[src/rtl/conv_window_gen.sv]
// conv_window_gen: streaming 3x3 window generator for a raster pixel stream,
// using two row line buffers and a 3x3 shift register feeding the MAC stage.
module conv_window_gen #(
    parameter int WIDTH = 8,
    parameter int IMG_W = 28,
    parameter int IMG_H = 28
) (
    input  logic                    clk,
    input  logic                    rst,
    input  logic                    din_valid,
    input  logic signed [WIDTH-1:0] din,
    input  logic                    sof,
    output logic                    Cal_Valid,
    output logic signed [WIDTH-1:0] window_buffer0,
    output logic signed [WIDTH-1:0] window_buffer1,
    output logic signed [WIDTH-1:0] window_buffer2,
    output logic signed [WIDTH-1:0] window_buffer3,
    output logic signed [WIDTH-1:0] window_buffer4,
    output logic signed [WIDTH-1:0] window_buffer5,
    output logic signed [WIDTH-1:0] window_buffer6,
    output logic signed [WIDTH-1:0] window_buffer7,
    output logic signed [WIDTH-1:0] window_buffer8,
    output logic                    frame_done
);
    localparam int CW = $clog2(IMG_W);
    localparam int RW = $clog2(IMG_H);

    typedef enum logic {FILL, RUN} state_t;

    state_t                  state_q, state_d;
    logic [CW-1:0]           col_q, col_d, c;
    logic [RW-1:0]           row_q, row_d, r;
    logic                    last_col, last_row, cal_valid_d, frame_done_d;
    logic signed [WIDTH-1:0] lb1_q [IMG_W];
    logic signed [WIDTH-1:0] lb2_q [IMG_W];
    logic signed [WIDTH-1:0] win_q [9];
    logic signed [WIDTH-1:0] win_d [9];

    // sof re-anchors the accepted pixel at (0,0) whatever the counters say
    assign c        = sof ? '0 : col_q;
    assign r        = sof ? '0 : row_q;
    assign last_col = c == CW'(IMG_W - 1);
    assign last_row = r == RW'(IMG_H - 1);

    always_ff @(posedge clk) begin
        if (rst) state_q <= FILL;
        else     state_q <= state_d;
    end

    always_comb begin
        state_d = state_q;
        if (din_valid)
            state_d = sof ? FILL :
                      (state_q == FILL && r == RW'(1) && last_col) ? RUN :
                      (state_q == RUN && last_row && last_col) ? FILL : state_q;
    end

    always_comb begin
        cal_valid_d  = din_valid && state_q == RUN && c >= CW'(2);
        frame_done_d = cal_valid_d && last_row && last_col;
    end

    always_comb begin
        col_d = col_q;
        row_d = row_q;
        win_d = win_q;
        if (din_valid) begin
            col_d = last_col ? '0 : c + 1'b1;
            row_d = last_col ? (last_row ? '0 : r + 1'b1) : r;
            win_d = '{win_q[1], win_q[2], lb2_q[c],
                      win_q[4], win_q[5], lb1_q[c],
                      win_q[7], win_q[8], din};
        end
    end

    always_ff @(posedge clk) begin
        if (rst) begin
            col_q      <= '0;
            row_q      <= '0;
            Cal_Valid  <= 1'b0;
            frame_done <= 1'b0;
            win_q      <= '{default: '0};
        end else begin
            col_q      <= col_d;
            row_q      <= row_d;
            Cal_Valid  <= cal_valid_d;
            frame_done <= frame_done_d;
            win_q      <= win_d;
        end
    end

    // line buffer contents are always rewritten before use, so no reset
    always_ff @(posedge clk) begin
        if (din_valid) begin
            lb2_q[c] <= lb1_q[c];
            lb1_q[c] <= din;
        end
    end

    assign window_buffer0 = win_q[0];
    assign window_buffer1 = win_q[1];
    assign window_buffer2 = win_q[2];
    assign window_buffer3 = win_q[3];
    assign window_buffer4 = win_q[4];
    assign window_buffer5 = win_q[5];
    assign window_buffer6 = win_q[6];
    assign window_buffer7 = win_q[7];
    assign window_buffer8 = win_q[8];
endmodule

[config.mk]
export PLATFORM = sky130hd
export DESIGN_NAME = conv_window_gen
export DESIGN_NICKNAME = d
export VERILOG_FILES = /design/src/rtl/conv_window_gen.sv
export SDC_FILE = /design/constraint.sdc
export NUM_CORES = 1
export LEC_CHECK = 0
export ABC_AREA = 1
export BUFFER_PORTS_ARGS = -buffer_cell sky130_fd_sc_hd__buf_2
export CAP_MARGIN = 10
export CORE_MARGIN = 10
export CORE_UTILIZATION = 50
export CTS_CLUSTER_SIZE = 16
export DETAILED_ROUTE_END_ITERATION = 12
export GPL_ROUTABILITY_DRIVEN = 0
export GPL_TIMING_DRIVEN = 0
export PLACE_DENSITY = 0.78
export SLEW_MARGIN = 10
export SYNTH_ARGS = -nofsm -noshare
export SYNTH_HDL_FRONTEND = slang
export SYNTH_SLANG_ARGS = --single-unit
export TNS_END_PERCENT = 1
[constraint.sdc]
create_clock -name clk -period 2.7 [get_ports clk]
set_clock_uncertainty 0.1 [all_clocks]
set_input_delay 0.54 -clock clk [delete_from_list [all_inputs] [get_ports clk]]
set_output_delay 0.54 -clock clk [all_outputs]
set_load 0.005 [all_outputs]
# Yosys cells after proc, flatten, opt, wreduce, memory -nomap -nowiden

Memories as Yosys holds them, arrays and structs flattened. A register that Yosys moved wholly into a read port is not among the register bits.
Index checks and enable logic that the tools add are counted.

Input bits: 12
Register bits: 77
Logic and storage cells: 42
RAM bits: 448
Memories: 2

Add/subtract/negate cells: 2
Order comparisons: 1
Reduce and logical (&&, ||, !) cells: 10
Multiplexer cells: 10
Bitwise gates (word level): 1
Equality and inequality tests: 3

Memories:

| name  | depth | width | rd ports | clocked after Yosys merged registers in | write ports | RTL line | text |
|---|---|---|---|---|---|---|---|
| lb1_q | 28    | 8     | 1        | 0                                       | 1           | 34       | `logic signed [WIDTH-1:0] lb1_q [IMG_W];` |
| lb2_q | 28    | 8     | 1        | 1                                       | 1           | 35       | `logic signed [WIDTH-1:0] lb2_q [IMG_W];` |

Operators with widths:

| operator              | number |
|---|---|
| $mux W5               | 5 |
| $add A5 B1 Y5 const B | 2 |
| $eq A5 B5 Y1 const B  | 2 |
| $logic_and A1 B1 Y1   | 8 |
| $eq A5 B1 Y1 const B  | 1 |
| $ge A5 B2 Y1 const B  | 1 |
| $mux W1               | 5 |
| $reduce_bool A3 Y1    | 1 |
| $reduce_and A2 Y1     | 1 |
| $not A1 Y1            | 1 |

# Longest topological paths before layout

Gate-level depths: netlist of run 1.

Depth in word-level cells: 7
Gate-level depth with buffers: 16

# Worst setup path after synthesis of run 1

Ideal clock, no wire load.

Path kind: input to register
From: in sof
To: mem lb1_q[20][0] (enable)
Stages: 6
Buffers on the path: 1
Arrival: 2.049 ns
Path slack: 0.163 ns
Path through: inv_4 nand2_1 buf_4 nor3_2 inv_1 nor2_1

Word-level cells in the longest chain between the ends: 1

Ends and longest elaborated chain:

| what            | RTL line | text |
|---|---|---|
| start, declared | 12       | `input logic sof,` |
| $mux W5         | 40       | `assign c = sof ? '0 : col_q;` |
| end, declared   | 34       |  |

No other way between the ends.

# Final worst setup path of run 1

From: reg col_q[1]
To: mem lb2_q[26][0] (enable)

Word-level cells in the longest chain between the ends: 1

Ends and longest elaborated chain:

| what                   | RTL line | text |
|---|---|---|
| start, declared        | 31       | `logic [CW-1:0] col_q, col_d, c;` |
| start signal, assigned | 84       | `col_q <= col_d;` |
| $mux W5                | 40       |  |
| end, declared          | 35       |  |

No other way between the ends.

==> summary.txt, run 1 <==
Power and ir drop
  • Cell Pwr Density: 701 nW/um^2
  • Total Power: 0.0181 W
  • Max IR drop VDD: 0.000449 V
  • Leak: 10.5 nW

Global route
  • First-pass GRT wire length: 92700 um
  • Total GRT Usage: 0.224
  • GRT overflow: 0
  • Maximum number of pins on one net before global-route repair: 30
  • Initial antenna violation count: 0
  • Vias in the first global route: 16000

Die
  • Chip height: 231 um
  • Die Span X: 231 um
  • Num ports: 86
  • Core Region: 44100 sq um
  • Initial core utilization: 0.504
  • Die area: 53300 sq um
  • Std cell rows: 77

CTS
  • Clock Latency Late Sink: 0.61 ns
  • Hold_buf cts: 0
  • Total CTS buffers: 50
  • Clock Root Buffer: clkbuf_16
  • Worst-path clk slew: 0.07 ns
  • CTS max path bufs: 3
  • CTS sink count: 533
  • CTS tree: yes
  • CTS H-Tree Depth: 2

Worst setup path
  • Critical path required time: 2.91 ns
  • Crit start category: flop
  • WP data arrival: 3.12 ns
  • Crit Path Max Fanout: 10
  • Critical path startpoint: col_q[1]$_SDFFE_PP0P_
  • Crit. End Element: flop
  • R2R Path Start: col_q[1]$_SDFFE_PP0P_
  • Critical path type: flop to flop

Status
  • Status: finished, violations left
  • Failing checks: negative setup slack

Placement
  • Port buffer count: 83
  • Dpl hpwl: 41000 um
  • Cell area after placement: 23700 sq um

Cells and area
  • Final nets: 2339
  • Finished Core Util: 0.586
  • Most common cell after layout, fill and taps aside: edfxtp_1
  • Diodes inserted: 0
  • Most frequent cells in the layout: edfxtp_1 (448), nor2_1 (405), nand2_1 (364)
  • Cell area after layout: 25800 sq um
  • Layout Area Growth over Synthesis: 16.3%
  • Layout cell share with drive strength beyond 1: 0.142

Detailed routing
  • Router iterations before antenna repair: 6
  • Total number of vias: 16600
  • Post-Route WL: 61800 um
  • Post-route ant nets: 0
  • Via density per instance: 5.62
  • DRT iter0 DRCs: 2344
  • WL per Instance: 20.9 um
  • Drc violations: 0

Timing
  • Worst Max-Slew Pin Slew: 0.830 ns
  • Fmax: 0.343 GHz
  • Minimum clock period: 2.91 ns
  • RSZ-0062 raised after global routing: yes
  • Hold Vio Cnt, Final: 0
  • Final Cycle Share: 1.08
  • Slew margin rel.: 0.446
  • Setup-failing EPs final: 63
  • Post-route worst setup slack: -0.214 ns
  • Fin. max-slew vios: 0

Synthesis
  • Register bit total from synthesis: 533
  • Fraction of registers with async set/reset: 0
  • Mapped cell area: 22200 sq um
  • Synth area leaders: edfxtp_1 (61%), dfxtp_1 (7.7%), nor2_1 (7.3%), nand2_1 (6.5%), o21ai_0 (4.4%)
  • Number of synthesized flops with an enable pin: 448
  • Mean area per synthesized cell: 10.3 sq um
  • Synthesized Nets: 2179
  • Ys flop type: edfxtp_1
  • Ys Warns: 0
  • Mapped Cells: 2163
  • Cell taking the most area after synthesis: edfxtp_1
  • Distinct cells, synth: 32
  • Sequential share of the synthesized area: 0.682
  • Area share of the largest cell type after synthesis: 0.605

Flow run
  • Max Cap Viol: 0

Min path
  • Hold crit path type: input pin to flop
  • Hold_sp: din_valid
[kinds of logic after synthesis]
group,after synthesis,synth area share
fa+ha+maj,4,0.00225
buf+inv,350,0.0700
compound gates,299,0.0689
flops,533,0.682
simple gates,977,0.177
[worst max-delay path: stages (launching register included)]
cell and delay, ns:
dfxtp_1 0.39, nand2_4 0.11, inv_2 0.17, buf_2 0.29, nand3_1 0.54, nor2_2 0.77
buf_8 0.24
[stage by stage]
stage / cells / setup slack, ns / TNS [ns] / hold slack (ns)
after global routing: 2955 / -0.229 / -7.39 / 0.247
final: 2955 / -0.214 / -5.91 / 0.243
after detailed placement: 2860 / -0.981 / -355.89 / 0.370
after CTS: 2952 / -0.131 / -7.04 / 0.228
after global placement: 2838 / -1.03 / -569.48 / 0.361
after floorplan: 2163 / 0.163 / 0 / 0.365
[state kept, by name, summed over array words and instances (netlist names)]
register	cells
Cal_Valid	1
col_q	5
frame_done	1
lb1_q	224
lb2_q	224
row_q	5
state_q	1
window_buffer0	8
window_buffer1	8
window_buffer2	8
window_buffer3	8
window_buffer4	8
window_buffer5	8
window_buffer6	8
window_buffer7	8
window_buffer8	8
[final cells by class]
| type | count | area [sq um] |
|---|---|---|
| fillers | 3438 | 18300 |
| flip-flops and latches | 533 | 15200 |
| multi-input cells | 1280 | 5850 |
| clock buffers | 58 | 1360 |
| inverters | 233 | 885 |
| well taps | 592 | 741 |
| repair buffers | 108 | 732 |
| plain buffers | 117 | 693 |
| clock inverters | 34 | 419 |
[path summary, 6_finish.rpt]
kind	endpoint	cells after the start	slack, ns
setup / recovery	lb2_q[26][0]$_DFFE_PP_	6	-0.21
hold / removal	frame_done$_SDFF_PP0_	3	0.24
setup reg to reg	lb2_q[26][0]$_DFFE_PP_	6	-0.21
hold reg to reg	window_buffer4[1]$_SDFFE_PP0P_	2	0.39
[power breakdown]
part	leakage [nW]	internal (W)	total [W]	switching (W)
combinational	4.83	0.000339	0.00131	0.000975
clock	0.881	0.00456	0.00762	0.00306
sequential	4.74	0.00912	0.00918	0.0000668
[cells in the mapped netlist (3+ instances only)]
cell,instances
edfxtp_1,448
nor2_1,433
nand2_1,382
inv_1,229
o21ai_0,197
nand3_1,144
dfxtp_1,85
a21oi_1,59
buf_2,37
clkbuf_1,35
o21ai_1,30
buf_4,27
buf_6,12
o211ai_1,9
buf_1,5
nand2_4,5
ha_1,4
nor3_1,4
inv_2,3
nor2_2,3
[metal layers]
layer / global-route usage / share of wire
met1: 0.280 / 0.36
met2: 0.365 / 0.48
met3: 0.0527 / 0.12
met5: 0 / 0
met4: 0.103 / 0.044
[repair_timing]
action	in CTS	in global routing
setup endpoints to repair	513	550
resized for setup	35	37
buffers inserted	0	3
pin swaps	3	3
(Power assumes the default switching activity.)
==> run 2: changes to the inputs <==
--- a/config.mk
+++ b/config.mk
@@ -5,7 +5,6 @@
 export SDC_FILE = /design/constraint.sdc
 export NUM_CORES = 1
 export LEC_CHECK = 0
-export ABC_AREA = 1
 export BUFFER_PORTS_ARGS = -buffer_cell sky130_fd_sc_hd__buf_2
 export CAP_MARGIN = 10
 export CORE_MARGIN = 10
@@ -15,6 +14,7 @@
 export GPL_ROUTABILITY_DRIVEN = 0
 export GPL_TIMING_DRIVEN = 0
 export PLACE_DENSITY = 0.78
+export RECOVER_POWER = 100
 export SLEW_MARGIN = 10
 export SYNTH_ARGS = -nofsm -noshare
 export SYNTH_HDL_FRONTEND = slang
==> run 2 against run 1 <==
The run ends with max-capacitance violations, max-slew violations, negative setup slack left. Sequential power shrank 0.9%. Sequential cell count is the same. Non-clock buffer count grew 3. Cell area shrank 3.3%. Count of clock-buffer cells in the layout grew 16. Core utilization grew 2.1 points.
==> summary.txt, run 2 <==
Synthesis
  • Cell taking the most area after synthesis: edfxtp_1
  • Synthesized Nets: 1440 (-34%)
  • Ys Warns: 0 (unchanged)
  • Mapped cell area: 21000 sq um (-5.6%)
  • Top cells by count, synth: edfxtp_1 (448), mux2i_1 (159), nor2_1 (102), nand2_1 (98), dfxtp_1 (85)
  • Mean area per synthesized cell: 14.7 sq um (+43%)
  • Distinct cells, synth: 57 (+78%)
  • Area share of the largest cell type after synthesis: 0.641 (+0.0360)
  • Synth area leaders: edfxtp_1 (64%), dfxtp_1 (8.1%), mux2i_1 (7.6%), a211oi_1 (2.6%), nor2_1 (1.8%)
  • Number of synthesized flops with an enable pin: 448 (unchanged)
  • Count leader, synth: edfxtp_1
  • Sequential share of the synthesized area: 0.722 (+0.0405)
  • Ys flop type: edfxtp_1
  • Mapped Cells: 1424 (-34%)
  • Register bit total from synthesis: 533 (unchanged)
  • Fraction of registers with async set/reset: 0 (unchanged)

Worst setup path
  • Crit. End Element: flop
  • Crit Path Max Fanout: 14 (+4)
  • Worst path bufs/invs: 2 (-1)
  • Crit-path slowest cell: a221oi_1
  • Critical path required time: 3.01 ns (+0.10 ns)
  • Critical path type: flop to flop
  • WP data arrival: 3.21 ns (+0.09 ns)
  • Largest stage delay, worst path: 0.68 ns (-0.09 ns)
  • Crit start category: flop
  • Critical-path cell list: buf_2, nor3b_4, nand2b_2, a221oi_1, a311oi_4, nand3_4, buf_12
  • Top cell family by delay on the critical path: simple AND/OR/NAND/NOR gates

Die
  • Std cell rows: 74 (-3.9%)
  • Core Region: 41200 sq um (-6.6%)
  • Initial core utilization: 0.509 (+0.00549)
  • Chip height: 225 um (-2.6%)
  • Num ports: 86 (unchanged)
  • Die Span X: 225 um (-2.6%)
  • Die area: 50600 sq um (-5.1%)

Timing
  • Minimum clock period: 2.91 ns (-0.00908 ns)
  • Hold Vio Cnt, Final: 0 (unchanged)
  • Fmax: 0.344 GHz (+0.31%)
  • Worst Max-Slew Pin Slew: 1.66 ns (+0.828 ns)
  • Post-route worst setup slack: -0.205 ns (+0.00908 ns)
  • Fin. max-slew vios: 120 (+120)
  • Final Cycle Share: 1.08 (-0.00336)
  • Slew margin rel.: -0.105 (-0.551)
  • Setup-failing EPs final: 288 (+360%)
  • RSZ-0062 raised after global routing: yes

Global route
  • GRT overflow: 0 (unchanged)
  • Vias in the first global route: 13500 (-15%)
  • Initial antenna violation count: 0 (unchanged)
  • Total GRT Usage: 0.226 (+0.00177)
  • First-pass GRT wire length: 85800 um (-7.4%)
  • Maximum number of pins on one net before global-route repair: 30 (unchanged)

Placement
  • Port buffer count: 85 (+2.4%)
  • Dpl hpwl: 37100 um (-9.5%)

Cells and area
  • Final nets: 1627 (-30%)
  • Most frequent cells in the layout: edfxtp_1 (448), mux2i_1 (159), clkbuf_1 (121)
  • Diodes inserted: 0 (unchanged)
  • Layout cell share with drive strength beyond 1: 0.169 (+0.0272)
  • Finished Core Util: 0.607 (+0.0210)
  • Layout Area Growth over Synthesis: 19.1%
  • Biggest regs: lb1_q x224, lb2_q x224
  • Most common cell after layout, fill and taps aside: edfxtp_1

Status
  • Status: finished, violations left
  • Failing checks: max-capacitance violations, max-slew violations, negative setup slack

CTS
  • CTS sink count: 533 (unchanged)
  • Clock Latency Late Sink: 0.57 ns (-0.04 ns)
  • CTS H-Tree Depth: 2 (unchanged)
  • CTS max path bufs: 3 (unchanged)
  • Total CTS buffers: 49 (-2.0%)
  • CTS tree: yes
  • Clock Root Buffer: clkbuf_16
  • Worst-path clk slew: 0.06 ns (about the same)

Power and ir drop
  • Max IR drop VDD: 0.000542 V (+21%)
  • Leak: 8.46 nW (-19%)
  • Total Power: 0.0171 W (-5.3%)
  • Cell Pwr Density: 686 nW/um^2 (-2.1%)

Flow run
  • Max Cap Viol: 5 (+5)

Min path
  • Hold crit path type: input pin to flop

Detailed routing
  • Post-Route WL: 60800 um (-1.6%)
  • Total number of vias: 14100 (-15%)
  • Drc violations: 0 (unchanged)
  • Router iterations before antenna repair: 5 (-1)
  • WL per Instance: 27.9 um (+33%)
  • Post-route ant nets: 0 (unchanged)
  • Via density per instance: 6.45 (+15%)
  • DRT iter0 DRCs: 2142 (-8.6%)
==> run 2: changes by cell type after synthesis, sizes merged, moves of 14 or more <==
cell,previous run,this run
o22ai,1,18
nand3,144,22
nor2b,0,32
mux2i,0,159
a221oi,0,14
nor2,438,103
a211oi,2,72
inv,233,8
a31oi,1,24
a311oi,0,17
and2,0,17
a221o,0,14
nand2,388,98
o21ai,227,31
==> run 2: repair_timing <==
action                     in CTS  in global routing
gates resized for setup        81                 55
setup endpoints to repair     685                542
hold buffers                    0                  0
cloned                          4                  2
pin swaps                      18                 10
buffers inserted               13                  9
==> run 2: area by class of cell <==
type | count | area, sq um
Buffer | 97 | 536
Clock buffer | 74 | 1420
Clock inverter | 17 | 199
Fill cell | 2835 | 16200
Inverter | 8 | 41.3
Multi-Input combinational cell | 791 | 6050
Sequential cell | 533 | 15200
Tap cell | 532 | 666
Timing Repair Buffer | 131 | 928
==> run 2: kinds of logic (layout without fill, tap and decap cells) <==
kind of cell,Yosys count,after routing,share of synthesized area
buffers and inverters,106,327,0.0234
flip-flops,533,533,0.722
adder cells (fa/ha/maj),4,4,0.00239
multiplexers,161,161,0.0769
AND/OR/NAND/NOR,314,320,0.0714
AO/OA/AOI/OAI,306,306,0.104
==> run 2: worst paths after layout <==
kind / start / slack [ns] / end / depth (start not counted)
hold / removal: rst / 0.08 / Cal_Valid$_SDFF_PP0_ / 2
setup / recovery: col_q[4]$_SDFFE_PP0P_ / -0.21 / lb2_q[23][2]$_DFFE_PP_ / 7
hold reg to reg: state_q$_SDFFE_PP0P_ / 0.38 / Cal_Valid$_SDFF_PP0_ / 2
setup reg to reg: col_q[4]$_SDFFE_PP0P_ / -0.21 / lb2_q[23][2]$_DFFE_PP_ / 7
==> run 2: routing by layer <==
layer | up-vias | share of wire | wire length [um] | global-route usage
li1 | 5901 | - | - | -
met1 | 6803 | 0.35 | 21000 | 0.277
met2 | 1126 | 0.45 | 27600 | 0.365
met3 | 247 | 0.14 | 8270 | 0.0562
met4 | 0 | 0.064 | 3910 | 0.121
met5 | - | 0 | 0 | 0
==> run 2: metrics by stage <==
stage | setup WS [ns] | cell area [sq um] | setup TNS, ns | hold slack, ns | std cells
finish | -0.205 | 25000 | -24.40 | 0.0788 | 2183
global route | -0.206 | 25000 | -32.00 | 0.0777 | 2183
CTS | -0.196 | 24700 | -18.89 | 0.0666 | 2172
detailed placement | -1.49 | 22500 | -565.93 | 0.371 | 2065
global placement | -1.77 | 22100 | -804.80 | 0.365 | 2041
floorplan | -0.419 | 21000 | -21.45 | 0.345 | 1424
==> run 2: where the power goes <==
part	switching, W	internal, W
logic	0.000734	0.000355
clock network	0.00295	0.00402
registers	0.0000560	0.00904
total	0.00374	0.0134
